**config.mk**
```make
export PLATFORM = sky130hd
export DESIGN_NAME = multicycle_ctrl_flat
export DESIGN_NICKNAME = d
export VERILOG_FILES = /design/src/rtl/multicycle_ctrl_if.sv /design/src/rtl/multicycle_ctrl.sv /design/src/flat_wrapper.sv
export SDC_FILE = /design/constraint.sdc
export NUM_CORES = 1
export LEC_CHECK = 0
export BUFFER_PORTS_ARGS = -buffer_cell sky130_fd_sc_hd__buf_2
export CORE_ASPECT_RATIO = 0.8
export CORE_MARGIN = 3
export CORE_UTILIZATION = 45
export CTS_CLUSTER_DIAMETER = 40
export DETAILED_ROUTE_END_ITERATION = 16
export GPL_TIMING_DRIVEN = 0
export HOLD_SLACK_MARGIN = 0.12
export PLACE_DENSITY_LB_ADDON = 0.2
export SLEW_MARGIN = 40
export SYNTH_ARGS = -nofsm -noshare
export SYNTH_HDL_FRONTEND = slang
export SYNTH_SLANG_ARGS = --single-unit
```
**constraint.sdc**
```tcl
create_clock -name clk -period 2.1 [get_ports clk]
set_clock_uncertainty 0.15 [all_clocks]
set_input_delay 0.21 -clock clk [delete_from_list [all_inputs] [get_ports clk]]
set_output_delay 0.21 -clock clk [all_outputs]
set_load 0.03 [all_outputs]
```
**src/rtl/multicycle_ctrl_if.sv**
```systemverilog
// Control/status bundle between the multicycle RV32I controller and its datapath.
// The master (controller) drives the datapath strobes and samples IR and memory status.
interface multicycle_ctrl_if;
  logic [31:0] instr;
  logic        branch_taken;
  logic        mem_ready;
  logic        mem_req;
  logic        mem_we;
  logic        mem_addr_sel;
  logic        ir_we;
  logic        pc_we;
  logic [1:0]  pc_sel;
  logic [2:0]  imm_type;
  logic        alu_a_sel;
  logic        alu_b_sel;
  logic        rf_we;
  logic [1:0]  wb_sel;
  logic        trap;

  // mem_req is a request held high until mem_ready is seen in the same cycle;
  // the access completes in exactly the cycle where both are 1.
  modport master (
    input  instr, branch_taken, mem_ready,
    output mem_req, mem_we, mem_addr_sel, ir_we, pc_we, pc_sel, imm_type,
           alu_a_sel, alu_b_sel, rf_we, wb_sel, trap
  );

  modport slave (
    output instr, branch_taken, mem_ready,
    input  mem_req, mem_we, mem_addr_sel, ir_we, pc_we, pc_sel, imm_type,
           alu_a_sel, alu_b_sel, rf_we, wb_sel, trap
  );
endinterface

```
**src/rtl/multicycle_ctrl.sv**
```systemverilog
// Multicycle RV32I control FSM: sequences fetch/decode/execute/memory/writeback over a
// shared datapath, counts retired instructions and traps on illegal opcodes or memory timeouts.
module multicycle_ctrl #(
  parameter int MEM_TIMEOUT = 15,
  parameter int CNT_W       = 32
) (
  input  logic             clk,
  input  logic             rst,
  multicycle_ctrl_if.master bus,
  output logic [2:0]       state_o,
  output logic [CNT_W-1:0] instret
);

  typedef enum logic [2:0] {
    S_FETCH  = 3'd0,
    S_DECODE = 3'd1,
    S_EXEC   = 3'd2,
    S_MEM    = 3'd3,
    S_WB     = 3'd4,
    S_TRAP   = 3'd7
  } state_e;

  localparam int WAIT_W = (MEM_TIMEOUT < 2) ? 1 : $clog2(MEM_TIMEOUT + 1);
  localparam logic [WAIT_W-1:0] WAIT_MAX = WAIT_W'(MEM_TIMEOUT);

  state_e            state_q, state_d;
  logic [WAIT_W-1:0] wait_q, wait_d;
  logic [CNT_W-1:0]  instret_q, instret_d;

  logic [6:0] opcode;
  logic       is_r, is_i, is_ld, is_st, is_br, is_jal, is_jalr, is_lui, is_auipc, legal;
  logic [2:0] imm_type;
  logic       mem_req, mem_we, mem_addr_sel, ir_we, pc_we, rf_we, trap, retire;
  logic       alu_a_sel, alu_b_sel;
  logic [1:0] pc_sel, wb_sel;
  logic       unused_instr_bits;

  assign opcode            = bus.instr[6:0];
  assign unused_instr_bits = ^bus.instr[31:7];

  always_comb begin
    is_r     = (opcode == 7'b0110011);
    is_i     = (opcode == 7'b0010011);
    is_ld    = (opcode == 7'b0000011);
    is_st    = (opcode == 7'b0100011);
    is_br    = (opcode == 7'b1100011);
    is_jal   = (opcode == 7'b1101111);
    is_jalr  = (opcode == 7'b1100111);
    is_lui   = (opcode == 7'b0110111);
    is_auipc = (opcode == 7'b0010111);
    legal    = is_r | is_i | is_ld | is_st | is_br | is_jal | is_jalr | is_lui | is_auipc;

    imm_type = 3'd7;
    if (is_i || is_ld || is_jalr) imm_type = 3'd0;
    else if (is_st)               imm_type = 3'd1;
    else if (is_br)               imm_type = 3'd2;
    else if (is_lui || is_auipc)  imm_type = 3'd3;
    else if (is_jal)              imm_type = 3'd4;
  end

  always_comb begin
    state_d      = state_q;
    mem_req      = 1'b0;
    mem_we       = 1'b0;
    mem_addr_sel = 1'b0;
    ir_we        = 1'b0;
    pc_we        = 1'b0;
    pc_sel       = 2'b00;
    alu_a_sel    = 1'b0;
    alu_b_sel    = 1'b0;
    rf_we        = 1'b0;
    wb_sel       = 2'b00;
    trap         = 1'b0;
    retire       = 1'b0;

    case (state_q)
      S_FETCH: begin
        mem_req = 1'b1;
        if (bus.mem_ready) begin
          ir_we   = 1'b1;
          state_d = S_DECODE;
        end else if (wait_q == WAIT_MAX) begin
          state_d = S_TRAP;
        end
      end
      S_DECODE: state_d = legal ? S_EXEC : S_TRAP;
      S_EXEC: begin
        alu_a_sel = is_auipc;
        alu_b_sel = is_i | is_ld | is_st | is_jalr | is_auipc;
        if (is_br) begin
          pc_we   = 1'b1;
          pc_sel  = bus.branch_taken ? 2'b01 : 2'b00;
          retire  = 1'b1;
          state_d = S_FETCH;
        end else if (is_ld || is_st) begin
          state_d = S_MEM;
        end else begin
          state_d = S_WB;
        end
      end
      S_MEM: begin
        mem_req      = 1'b1;
        mem_addr_sel = 1'b1;
        mem_we       = is_st;
        if (bus.mem_ready) begin
          if (is_st) begin
            pc_we   = 1'b1;
            retire  = 1'b1;
            state_d = S_FETCH;
          end else begin
            state_d = S_WB;
          end
        end else if (wait_q == WAIT_MAX) begin
          state_d = S_TRAP;
        end
      end
      S_WB: begin
        rf_we   = 1'b1;
        pc_we   = 1'b1;
        retire  = 1'b1;
        state_d = S_FETCH;
        if (is_ld) wb_sel = 2'b01;
        else if (is_jal || is_jalr) wb_sel = 2'b10;
        else if (is_lui) wb_sel = 2'b11;
        if (is_jal) pc_sel = 2'b01;
        else if (is_jalr) pc_sel = 2'b10;
      end
      S_TRAP:  trap = 1'b1;
      default: state_d = S_TRAP;
    endcase

    // The wait counter only runs while parked in a memory-request state.
    if ((state_q == S_FETCH || state_q == S_MEM) && state_d == state_q) wait_d = wait_q + 1'b1;
    else wait_d = '0;

    instret_d = retire ? instret_q + 1'b1 : instret_q;
  end

  always_ff @(posedge clk) begin
    if (rst) begin
      state_q   <= S_FETCH;
      wait_q    <= '0;
      instret_q <= '0;
    end else begin
      state_q   <= state_d;
      wait_q    <= wait_d;
      instret_q <= instret_d;
    end
  end

  // Reset forces every output low, aborting any in-flight strobe in the reset cycle.
  assign bus.mem_req      = mem_req & ~rst;
  assign bus.mem_we       = mem_we & ~rst;
  assign bus.mem_addr_sel = mem_addr_sel & ~rst;
  assign bus.ir_we        = ir_we & ~rst;
  assign bus.pc_we        = pc_we & ~rst;
  assign bus.pc_sel       = rst ? 2'b00 : pc_sel;
  assign bus.imm_type     = rst ? 3'd0 : imm_type;
  assign bus.alu_a_sel    = alu_a_sel & ~rst;
  assign bus.alu_b_sel    = alu_b_sel & ~rst;
  assign bus.rf_we        = rf_we & ~rst;
  assign bus.wb_sel       = rst ? 2'b00 : wb_sel;
  assign bus.trap         = trap & ~rst;
  assign state_o          = rst ? 3'd0 : state_q;
  assign instret          = rst ? '0 : instret_q;

endmodule
```
**src/flat_wrapper.sv**
```systemverilog
// flat-port wrapper written by rule: the top's interface ports become plain ports
module multicycle_ctrl_flat 
#(
  parameter int MEM_TIMEOUT = 15,
  parameter int CNT_W       = 32
)
  (clk, rst, state_o, instret, bus_instr, bus_branch_taken, bus_mem_ready, bus_mem_req, bus_mem_we, bus_mem_addr_sel, bus_ir_we, bus_pc_we, bus_pc_sel, bus_imm_type, bus_alu_a_sel, bus_alu_b_sel, bus_rf_we, bus_wb_sel, bus_trap);
  multicycle_ctrl_if bus_i ();
  input  logic clk;
  input  logic rst;
  output logic [2:0] state_o;
  output logic [CNT_W-1:0] instret;
  input wire logic [$bits(bus_i.instr)-1:0] bus_instr;
  input wire logic [$bits(bus_i.branch_taken)-1:0] bus_branch_taken;
  input wire logic [$bits(bus_i.mem_ready)-1:0] bus_mem_ready;
  output wire logic [$bits(bus_i.mem_req)-1:0] bus_mem_req;
  output wire logic [$bits(bus_i.mem_we)-1:0] bus_mem_we;
  output wire logic [$bits(bus_i.mem_addr_sel)-1:0] bus_mem_addr_sel;
  output wire logic [$bits(bus_i.ir_we)-1:0] bus_ir_we;
  output wire logic [$bits(bus_i.pc_we)-1:0] bus_pc_we;
  output wire logic [$bits(bus_i.pc_sel)-1:0] bus_pc_sel;
  output wire logic [$bits(bus_i.imm_type)-1:0] bus_imm_type;
  output wire logic [$bits(bus_i.alu_a_sel)-1:0] bus_alu_a_sel;
  output wire logic [$bits(bus_i.alu_b_sel)-1:0] bus_alu_b_sel;
  output wire logic [$bits(bus_i.rf_we)-1:0] bus_rf_we;
  output wire logic [$bits(bus_i.wb_sel)-1:0] bus_wb_sel;
  output wire logic [$bits(bus_i.trap)-1:0] bus_trap;
  assign bus_i.instr = bus_instr;
  assign bus_i.branch_taken = bus_branch_taken;
  assign bus_i.mem_ready = bus_mem_ready;
  assign bus_mem_req = bus_i.mem_req;
  assign bus_mem_we = bus_i.mem_we;
  assign bus_mem_addr_sel = bus_i.mem_addr_sel;
  assign bus_ir_we = bus_i.ir_we;
  assign bus_pc_we = bus_i.pc_we;
  assign bus_pc_sel = bus_i.pc_sel;
  assign bus_imm_type = bus_i.imm_type;
  assign bus_alu_a_sel = bus_i.alu_a_sel;
  assign bus_alu_b_sel = bus_i.alu_b_sel;
  assign bus_rf_we = bus_i.rf_we;
  assign bus_wb_sel = bus_i.wb_sel;
  assign bus_trap = bus_i.trap;
  multicycle_ctrl #(.MEM_TIMEOUT(MEM_TIMEOUT), .CNT_W(CNT_W)) u_core (.clk(clk), .rst(rst), .bus(bus_i), .state_o(state_o), .instret(instret));
endmodule
```
==> flow_summary.ini, run 1 <==
[floorplanning]
core-area_um2 = 5180
std_cell_rows = 23
chipWidth_um = 89.1
dieHeight_um = 72.5
io_pins = 87
die-area_um2 = 6460
start_util = 0.480

[worst_setup_path]
crit_path_frequent_cell = buf_6
arrival_ps = 1680
startpoint_type = register
cp_top_family = buffers and inverters
crit_type = register to output port
critPathMaxStageDelay_ps = 320
end_kind = output port
crit_required_ps = 1740
cp_slowest_cell = dfxtp_2
crit_fanout = 7
cp.buffers_inverters = 3
worstPathCellList = buf_6 -> and4b_1 -> a31oi_4 -> buf_6 -> and2_4 -> nor2_4 -> buf_6

[place]
place_inst = 434
dp_hpwl_mm = 4.65
place_area_um2 = 2870
gp_congestion = 0.926
port-buffer-count = 60

[synth]
yosysUniqueCellTypes = 49
yosysWarnings = 0
synth_seq_cells = 39
syn_area_per_cell_um2 = 7.98
synth_xor_area_frac = 0.0563
yosys.area_share.adder = 0.0101
synth_top_family_by_area = simple AND/OR/NAND/NOR gates
synthSimpleGateAreaFrac = 0.377
syn-num-nets = 350
synthMuxAreaShare = 0.0644
synth_cells = 312
syn_area_um2 = 2490
yosysSeqAreaShare = 0.314
synth_compound_gate_area_share = 0.137

[timing]
max_freq_mhz = 490
finalCritPeriodShare = 0.972
rsz0062_at_grt = yes
fin_crit_ps = 2040
final_max_slew_viol_count = 0
max_slew.worst_pin.slew_ps = 488
setup_viol = 0
max_slew_margin = 0.675
hold_violations = 0

[routing]
drtAntennaViolNets = 0
vias_per_cell = 5.54
drtIter0Drc = 179
via_count = 2530
wirelength_mm = 6.52
drc_errors = 0
wl_per_cell_um = 14.3
detail_route.first_pass.iterations = 4

[global_route]
grt_usage = 0.197
antenna_found_initial = 0
gr-usage-met3 = 0.0306
grt.overflow.total = 0
top_usage_layer = met1
grt_util_met1 = 0.306
grt_use_met2 = 0.284
grt_pass1_wl_mm = 10.3
grt_pass1_vias = 2200
grt_max_degree = 12

[final_layout]
nNetsFinal = 432
drive_gt1_frac = 0.324
area_growth_pct = 28.0
utilization = 0.615
multi_input_area_um2 = 1690
fin_cells = 457
antenna_cells = 0
regArea_um2 = 788
design_area_um2 = 3190
fillerInstances = 488

[clocking]
htreeDepth = 2
clock_latency_ps = 290
holdBufCountCts = 0
cts.sinks = 39
clk_pin_slew_ps = 70
cts_buffers = 5
cts_tree = built
clock_path_buffers = 2
clock-root-buffer = clkbuf_8

[power]
p_int_mw = 1.20
p_per_area_nw_per_um2 = 558
power_frac_seq = 0.446
switching_share = 0.326
p_sw_mw = 0.580
ir_drop_uv = 336
comb_power_share = 0.282
clkPwrFrac = 0.271
power.static_leakage_nw = 1.34

[run]
maxCapViolations = 0

[status]
status = complete, no violations

[hold_path]
holdCritPathClass = primary input to register
[Yosys cell counts, drive strengths merged]
cell | n | share of area
a2111o | 1 | 0.0045
a2111oi | 6 | 0.024
a211oi | 10 | 0.030
a21boi | 1 | 0.0030
a21o | 2 | 0.0060
a21oi | 17 | 0.034
a221oi | 1 | 0.0035
a31o | 1 | 0.0035
a31oi | 1 | 0.0085
and2 | 5 | 0.013
and3 | 8 | 0.020
and3b | 1 | 0.0035
and4 | 4 | 0.014
and4b | 1 | 0.0040
and4bb | 1 | 0.0065
buf | 8 | 0.016
clkbuf | 9 | 0.014
dfxtp | 39 | 0.31
ha | 2 | 0.010
inv | 8 | 0.012
mux2 | 13 | 0.060
mux2i | 1 | 0.0040
nand2 | 24 | 0.039
nand2b | 2 | 0.0050
nand3 | 11 | 0.022
nand3b | 1 | 0.0030
nand4 | 13 | 0.039
nand4bb | 1 | 0.0045
nor2 | 44 | 0.066
nor2b | 31 | 0.078
nor3 | 8 | 0.016
nor3b | 2 | 0.010
nor4 | 3 | 0.014
nor4b | 1 | 0.0035
o21ai | 7 | 0.014
o31ai | 2 | 0.0060
or2 | 1 | 0.0025
or3 | 4 | 0.010
or4 | 1 | 0.0030
xnor2 | 14 | 0.049
xor2 | 2 | 0.0070
[cells in the final DEF (no fill, tap or decap), drive strengths merged, types with 2 or more instances in the layout]
master   netlist  final
buf            8     83
and3           8      8
ha             2      2
inv            8      8
a2111oi        6      6
nand2         24     24
clkbuf         9     16
a21o           2      2
mux2          13     13
nor2b         31     31
nand4         13     13
and4           4      4
o21ai          7      7
o31ai          2      2
nor2          44     44
a211oi        10     10
nand3         11     11
nor3b          2      2
and2           5      5
xor2           2      2
nor3           8      8
nand2b         2      2
nor4           3      3
xnor2         14     14
dfxtp         39     39
a21oi         17     17
or3            4      4
[metal layers]
metal | routed length, um | share of wire
met1 | 3290 | 0.50
met2 | 2830 | 0.43
met4 | 64 | 0.0098
met3 | 326 | 0.050
met5 | 0 | 0
[what timing repair did]
action	in CTS	in global routing
endpoints found under the setup margin	19	17
gates resized for setup	16	25
pin swaps	3	2
buffers inserted	7	8
[flip-flops by register name (all words and copies together), names as in the netlist]
signal	count
u_core.instret_q	32
u_core.state_q	3
u_core.wait_q	4
[worst reg2reg max path: cells and delay by family (launching register included)]
family                 cells  cell delay, ps
buffers and inverters      1             160
multiplexers               1             310
flip-flops                 1             380
AND/OR/NAND/NOR            4             910
[final timing paths]
check / depth (start not counted) / to / slack, ps / startpoint
max: 7 / bus_pc_we / 60 / u_core.state_q[1]
min: 4 / u_core.state_q[1] / 240 / bus_mem_ready
max reg2reg: 6 / u_core.instret_q[31] / 70 / u_core.instret_q[3]
min reg2reg: 1 / u_core.wait_q[0] / 300 / u_core.wait_q[0]
[per-stage QoR]
stage | power, mW | hold WS (ps) | worst slack [ps] | TNS (ps)
after floorplan | 1.08 | 268 | -80.6 | -124
after global routing | 1.86 | 280 | -11.3 | -14.3
after global placement | 1.18 | 288 | -240 | -2330
after detailed placement | 1.19 | 292 | -246 | -2540
after CTS | 1.72 | 203 | 8.97 | 0
final | 1.78 | 238 | 58.0 | 0
[final cells by class]
class / count / share of cell area
flip-flops and latches: 39 / 0.247
clock buffers: 7 / 0.0240
clock inverters: 1 / 0.00157
repair buffers: 75 / 0.132
inverters: 8 / 0.00943
multi-input cells: 248 / 0.529
plain buffers: 17 / 0.0314
well taps: 62 / 0.0244
[power by group through the flow]
stage                     clock, mW  sequential, mW  combinational (mW)
after floorplan                   0           0.795               0.285
after global placement            0           0.800               0.383
after detailed placement          0           0.800               0.385
after CTS                     0.493           0.786               0.437
after global routing          0.522           0.797               0.544
final                         0.483           0.793               0.502
[kinds of logic (layout without fill, tap and decap cells)]
| logic type | after synthesis | in the layout |
|---|---|---|
| and+or+nand+nor | 167 | 167 |
| muxes | 14 | 14 |
| xor gates and xnor gates | 16 | 16 |
| adders and majority gates | 2 | 2 |
| buffers and inverters | 25 | 108 |
| AOI/OAI and AO/OA | 49 | 49 |
| DFF | 39 | 39 |
Note: power is estimated with default switching activity, not from simulation.
==> run 2: changes to the inputs <==
Settings changed: ABC_AREA from default to 1, CORE_UTILIZATION 45 to 47.
==> run 2 against run 1 <==
  * Wire length grew 36%
  * Clock-buffer cell count shrank 2
  * Total power grew 31%
  * Worst hold slack gained 47 ps
  * Worst setup slack gained 53 ps
  * Sequential power grew 10%
  * Clock power grew 9.7%
  * Largest cell class unchanged
==> flow_summary.ini, run 2 <==
[floorplanning]
core-area_um2 = 5970
dieHeight_um = 76.8
io_pins = 87
std_cell_rows = 25
die-area_um2 = 7250
start_util = 0.492
chipWidth_um = 94.5

[final_layout]
area_growth_pct = 18.5
regMostFlops = u_core.instret_q
regArea_um2 = 786
final_common_cell = nand2_1
nNetsFinal = 628
fillerInstances = 656
largest_reg_flops = 32
utilization = 0.584
antenna_cells = 0
final_cell_mix = nand2_1 (153), nor2_1 (102), inv_1 (69)
reg_top3 = u_core.instret_q x32, u_core.wait_q x4, u_core.state_q x3
multi_input_area_um2 = 1830
fin_cells = 672
drive_gt1_frac = 0.166

[clocking]
clock_path_buffers = 2
cts_tree = built
htreeDepth = 2
cts.sinks = 39
clock_latency_ps = 310
cts_buffers = 5
clock-root-buffer = clkbuf_8
holdBufCountCts = 0
clk_pin_slew_ps = 80

[synth]
yosysWarnings = 0
syn_area_per_cell_um2 = 5.65
yosys.area_share.adder = 0.00851
ys_async_sr_fraction = 0
synth.area.top_cells = dfxtp_1 (27%), nand2_1 (20%), nor2_1 (13%)
yosysUniqueCellTypes = 34
synth_xor_area_frac = 0.0298
synth_cells = 521
synth_seq_cells = 39
synth_commonest_cells = nand2_1 (153), nor2_1 (104), inv_1 (70)
synth_flop_cell = dfxtp_1
netlist.top_cell.by_area = dfxtp_1
yosysSeqAreaShare = 0.265
synth_edf_count = 0
synth_compound_gate_area_share = 0.0783
yosys.area.top_type_share = 0.265
synthMuxAreaShare = 0
syn_area_um2 = 2940
synth_top_family_by_area = simple AND/OR/NAND/NOR gates
syn-num-nets = 559
synthSimpleGateAreaFrac = 0.497
synth_most_common_cell = nand2_1

[power]
switching_share = 0.436
comb_power_share = 0.396
power.static_leakage_nw = 1.57
clkPwrFrac = 0.228
p_per_area_nw_per_um2 = 666
ir_drop_uv = 628
p_int_mw = 1.31
power_frac_seq = 0.376
p_total_mw = 2.32
p_sw_mw = 1.01

[routing]
wl_per_cell_um = 13.2
drc_errors = 0
detail_route.first_pass.iterations = 5
via_count = 3499
drtIter0Drc = 335
vias_per_cell = 5.21
drtAntennaViolNets = 0
wirelength_mm = 8.88

[worst_setup_path]
arrival_ps = 1630
startpoint_type = register
end_kind = output port
r2r_start = u_core.instret_q[0]
worst-r2r-cell-count = 12
r2r-end = u_core.instret_q[30]
crit_path_end = bus_pc_we
crit_start = u_core.state_q[2]
crit_required_ps = 1740
crit_type = register to output port
crit_fanout = 10
regToRegSetupSlack_ps = 210

[status]
status = complete, no violations

[timing]
hold_violations = 0
setup_tns_ps = 0
max_slew_margin = 0.665
rsz0062_at_grt = no
setup_viol = 0
fin_crit_ps = 1990
max_freq_mhz = 503
final_max_slew_viol_count = 0
max_slew.worst_pin.slew_ps = 502
finalCritPeriodShare = 0.947

[global_route]
antenna_found_initial = 0
grt_pass1_wl_mm = 14.5
grt_usage = 0.249
grt.overflow.total = 0
grt_max_degree = 14
grt_pass1_vias = 3088

[place]
port-buffer-count = 60
gp_congestion = 0.936
place_inst = 662
dp_hpwl_mm = 6.88

[run]
maxCapViolations = 0

[hold_path]
holdCritPathClass = primary input to register
==> run 2: changes by cell type in the layout (fill, tap and decap cells not counted), sizes merged, moves of 7 or more <==
cell    previous run  this run
nor2              44       106
nand3             11        36
xnor2             14         1
nor3               8        28
inv                8        73
nor2b             31         0
a21oi             17        31
nand2             24       155
buf               83        70
xor2               2         9
mux2              13         0
a211oi            10         0
and3               8         0
==> run 2: logic make-up (layout without fill, tap and decap cells) <==
group | count (synthesis) | count (layout)
AND/OR/NAND/NOR | 340 | 340
adder cells (fa/ha/maj) | 2 | 2
flip-flops | 39 | 39
XOR/XNOR | 10 | 10
buffers and inverters | 87 | 157
AO/OA/AOI/OAI | 43 | 43
==> run 2: how the worst min path moves through the flow <==
stage	cells after the start	startpoint	endpoint	slack (ps)
floorplan	1	u_core.wait_q[0]	u_core.wait_q[0]	270
global placement	1	u_core.wait_q[0]	u_core.wait_q[0]	280
detailed placement	1	u_core.wait_q[0]	u_core.wait_q[0]	300
CTS	5	bus_instr[4]	u_core.state_q[2]	260
global route	5	bus_instr[4]	u_core.state_q[2]	320
finish	5	bus_instr[4]	u_core.state_q[2]	290
==> run 2: metrics by stage <==
stage               hold slack (ps)  cell area [um2]  setup WS, ps
floorplan                       268             2940         -23.1
global placement                280             3340         -7.96
detailed placement              297             3340          4.98
CTS                             263             3460          1.24
global route                    323             3490          2.84
finish                          285             3490           111
==> run 2: cell type report <==
| type | count | share of cell area |
|---|---|---|
| well taps | 81 | 0.0291 |
| repair buffers | 62 | 0.0922 |
| clock buffers | 5 | 0.0197 |
| flip-flops and latches | 39 | 0.225 |
| multi-input cells | 395 | 0.525 |
| plain buffers | 13 | 0.0215 |
| inverters | 74 | 0.0811 |
| clock inverters | 3 | 0.00574 |
==> run 2: power by group through the flow <==
stage	logic (mW)	registers, mW	clock network (mW)
after floorplan	0.660	0.858	0
after global placement	0.867	0.872	0
after detailed placement	0.875	0.874	0
after CTS	0.897	0.869	0.540
after global routing	1.01	0.882	0.566
final	0.919	0.874	0.530
==> run 2: repair_timing <==
action                     in CTS  in global routing
setup endpoints to repair       2                 35
pin swaps                       1                  1
buffers inserted                1                  1
resized for setup               6                  8
gates cloned                    0                  0
==> run 2: critical path, cell delays in order (launching register included) <==
cell and delay, ps:
dfxtp_1 380, inv_2 130, nand3_2 140, nor3_4 180
nor2_4 80, inv_6 100, nand2_1 100, inv_2 90
buf_6 130
==> run 2: per-layer routing <==
| layer | up-vias | GRT usage | share of wire |
|---|---|---|---|
| met4 | 0 | 0.0620 | 0.013 |
| met2 | 124 | 0.358 | 0.42 |
| li1 | 1773 | - | - |
| met3 | 15 | 0.0392 | 0.074 |
| met1 | 1587 | 0.384 | 0.49 |
| met5 | - | 0 | 0 |
==> run 3: changes to the inputs <==
Settings changed: CELL_PAD_IN_SITES_DETAIL_PLACEMENT from default to 1, CELL_PAD_IN_SITES_GLOBAL_PLACEMENT from default to 1, CORE_UTILIZATION 47 to 31, SKIP_LAST_GASP from default to 1.
==> run 3 against run 2 <==
  * Sequential share of layout area shrank 0.99 points
  * Design area grew 5.0%
  * Combinational power grew 9%
  * Critical endpoint unchanged
  * Utilization shrank 18 points
  * Sequential cell count is the same
  * Largest cell class unchanged
  * Fmax shrank 4.1%
==> flow_summary.ini, run 3 (synthesis results as in run 2) <==
[timing]
max_slew_margin = 0.660
setup_slack_ps = 27.0
final_max_slew_viol_count = 0
fin_crit_ps = 2070
max_slew.worst_pin.slew_ps = 511
hold_violations = 0
whs_ps = 311
setup_viol = 0
finalCritPeriodShare = 0.987
rsz0062_at_grt = yes
max_freq_mhz = 482

[place]
gp_congestion = 0.917
place_inst = 696
dp_slack_ps = -177
place_area_um2 = 3390
dp_hpwl_mm = 8.65
port-buffer-count = 60

[floorplanning]
chipWidth_um = 115
io_pins = 87
start_util = 0.321
core-area_um2 = 9150
dieHeight_um = 93.1
std_cell_rows = 31
die-area_um2 = 10700

[power]
power_frac_seq = 0.334
comb_power_share = 0.377
clkPwrFrac = 0.289
power.static_leakage_nw = 1.64
switching_share = 0.412
p_sw_mw = 1.10
p_per_area_nw_per_um2 = 729
p_int_mw = 1.57
ir_drop_uv = 343

[status]
status = complete, no violations

[final_layout]
drive_gt1_frac = 0.186
final_cell_mix = nand2_1 (152), nor2_1 (101), inv_1 (68)
reg_top3 = u_core.instret_q x32, u_core.wait_q x4, u_core.state_q x3
utilization = 0.400
fin_cells = 711
regMostFlops = u_core.instret_q
area_growth_pct = 24.4
final_common_cell = nand2_1
design_area_um2 = 3660
largest_reg_flops = 32
antenna_cells = 0
nNetsFinal = 633

[worst_setup_path]
crit_type = register to output port
worst-r2r-cell-count = 9
crit_start = u_core.state_q[2]
crit_fanout = 10
end_kind = output port
startpoint_type = register
arrival_ps = 1710
crit_required_ps = 1740
r2r-end = u_core.instret_q[24]
regToRegSetupSlack_ps = 170
r2r_start = u_core.instret_q[8]

[routing]
via_count = 3533
wl_per_cell_um = 15.3
wirelength_mm = 10.9
drc_errors = 0
vias_per_cell = 4.97
drtAntennaViolNets = 0
detail_route.first_pass.iterations = 4
drtIter0Drc = 217

[clocking]
cts_buffers = 5
clock-root-buffer = clkbuf_16
htreeDepth = 2
cts_tree = built
clk_pin_slew_ps = 60
cts.sinks = 39
clock_path_buffers = 2
clock_latency_ps = 290
holdBufCountCts = 0

[global_route]
grt_max_degree = 14
grt_pass1_vias = 3422
grt_usage = 0.203
grt_pass1_wl_mm = 17.4
grt.overflow.total = 0
antenna_found_initial = 0

[hold_path]
holdCritPathClass = register to register
min_to = u_core.wait_q[0]
hold_path_depth = 1
hp-start = u_core.wait_q[0]

[run]
maxCapViolations = 0
run 3: changes by cell type in the layout (fill, tap and decap cells not counted), moves of 2 or more:
cell,delta
buf_1,-2
buf_4,+6
clkbuf_16,+5
clkbuf_2,+2
clkbuf_8,-5
nor3_1,-2
run 3: cell type report:
class | count | area, um2
Fill cell | 1303 | 5490
Clock inverter | 3 | 20.0
Multi-Input combinational cell | 395 | 1860
Buffer | 13 | 78.8
Clock buffer | 5 | 125
Sequential cell | 39 | 788
Timing Repair Buffer | 67 | 358
Tap cell | 115 | 144
Inverter | 74 | 285
run 3: worst max path at each step:
stage                         end  slack, ps  cells past startpoint
finish                  bus_pc_we         30                      8
global placement      instret[24]       -190                      5
detailed placement    instret[24]       -180                      5
CTS                     bus_pc_we       -180                      8
floorplan           bus_wb_sel[0]        -20                      5
global route            bus_pc_we        -80                      8
run 3: critical path: stages (launching register included):
cell      delay, ps
dfxtp_1         370
inv_2           130
nand3_4         110
nor3_4          230
nor2_4          100
inv_6           110
nand2_1         100
inv_2            90
clkbuf_4        180
run 3: power groups by stage:
stage | logic (mW) | registers [mW] | clock network (mW)
floorplan | 0.660 | 0.858 | 0
global route | 1.13 | 0.905 | 0.810
detailed placement | 0.913 | 0.877 | 0
CTS | 0.921 | 0.868 | 0.780
global placement | 0.893 | 0.874 | 0
finish | 1.00 | 0.892 | 0.771
run 3: per-layer routing:
| layer | up-vias | GRT usage | wire [um] |
|---|---|---|---|
| met4 | 0 | 0.0274 | 78 |
| met5 | - | 0 | 0 |
| met3 | 10 | 0.0233 | 586 |
| met1 | 1671 | 0.315 | 5530 |
| met2 | 71 | 0.305 | 4680 |
| li1 | 1781 | - | - |
run 3: repair_timing:
item	CTS	global route
resized for setup	4	23
setup buffers	0	7
setup endpoints to repair	25	51
pin swaps	0	2
run 3: per-stage QoR:
stage	TNS (ps)	power (mW)
4_1_cts	-881	2.57
6_report	0	2.67
3_5_place_dp	-2570	1.79
5_1_grt	-131	2.84
2_1_floorplan	-46.2	1.52
3_3_place_gp	-2910	1.77
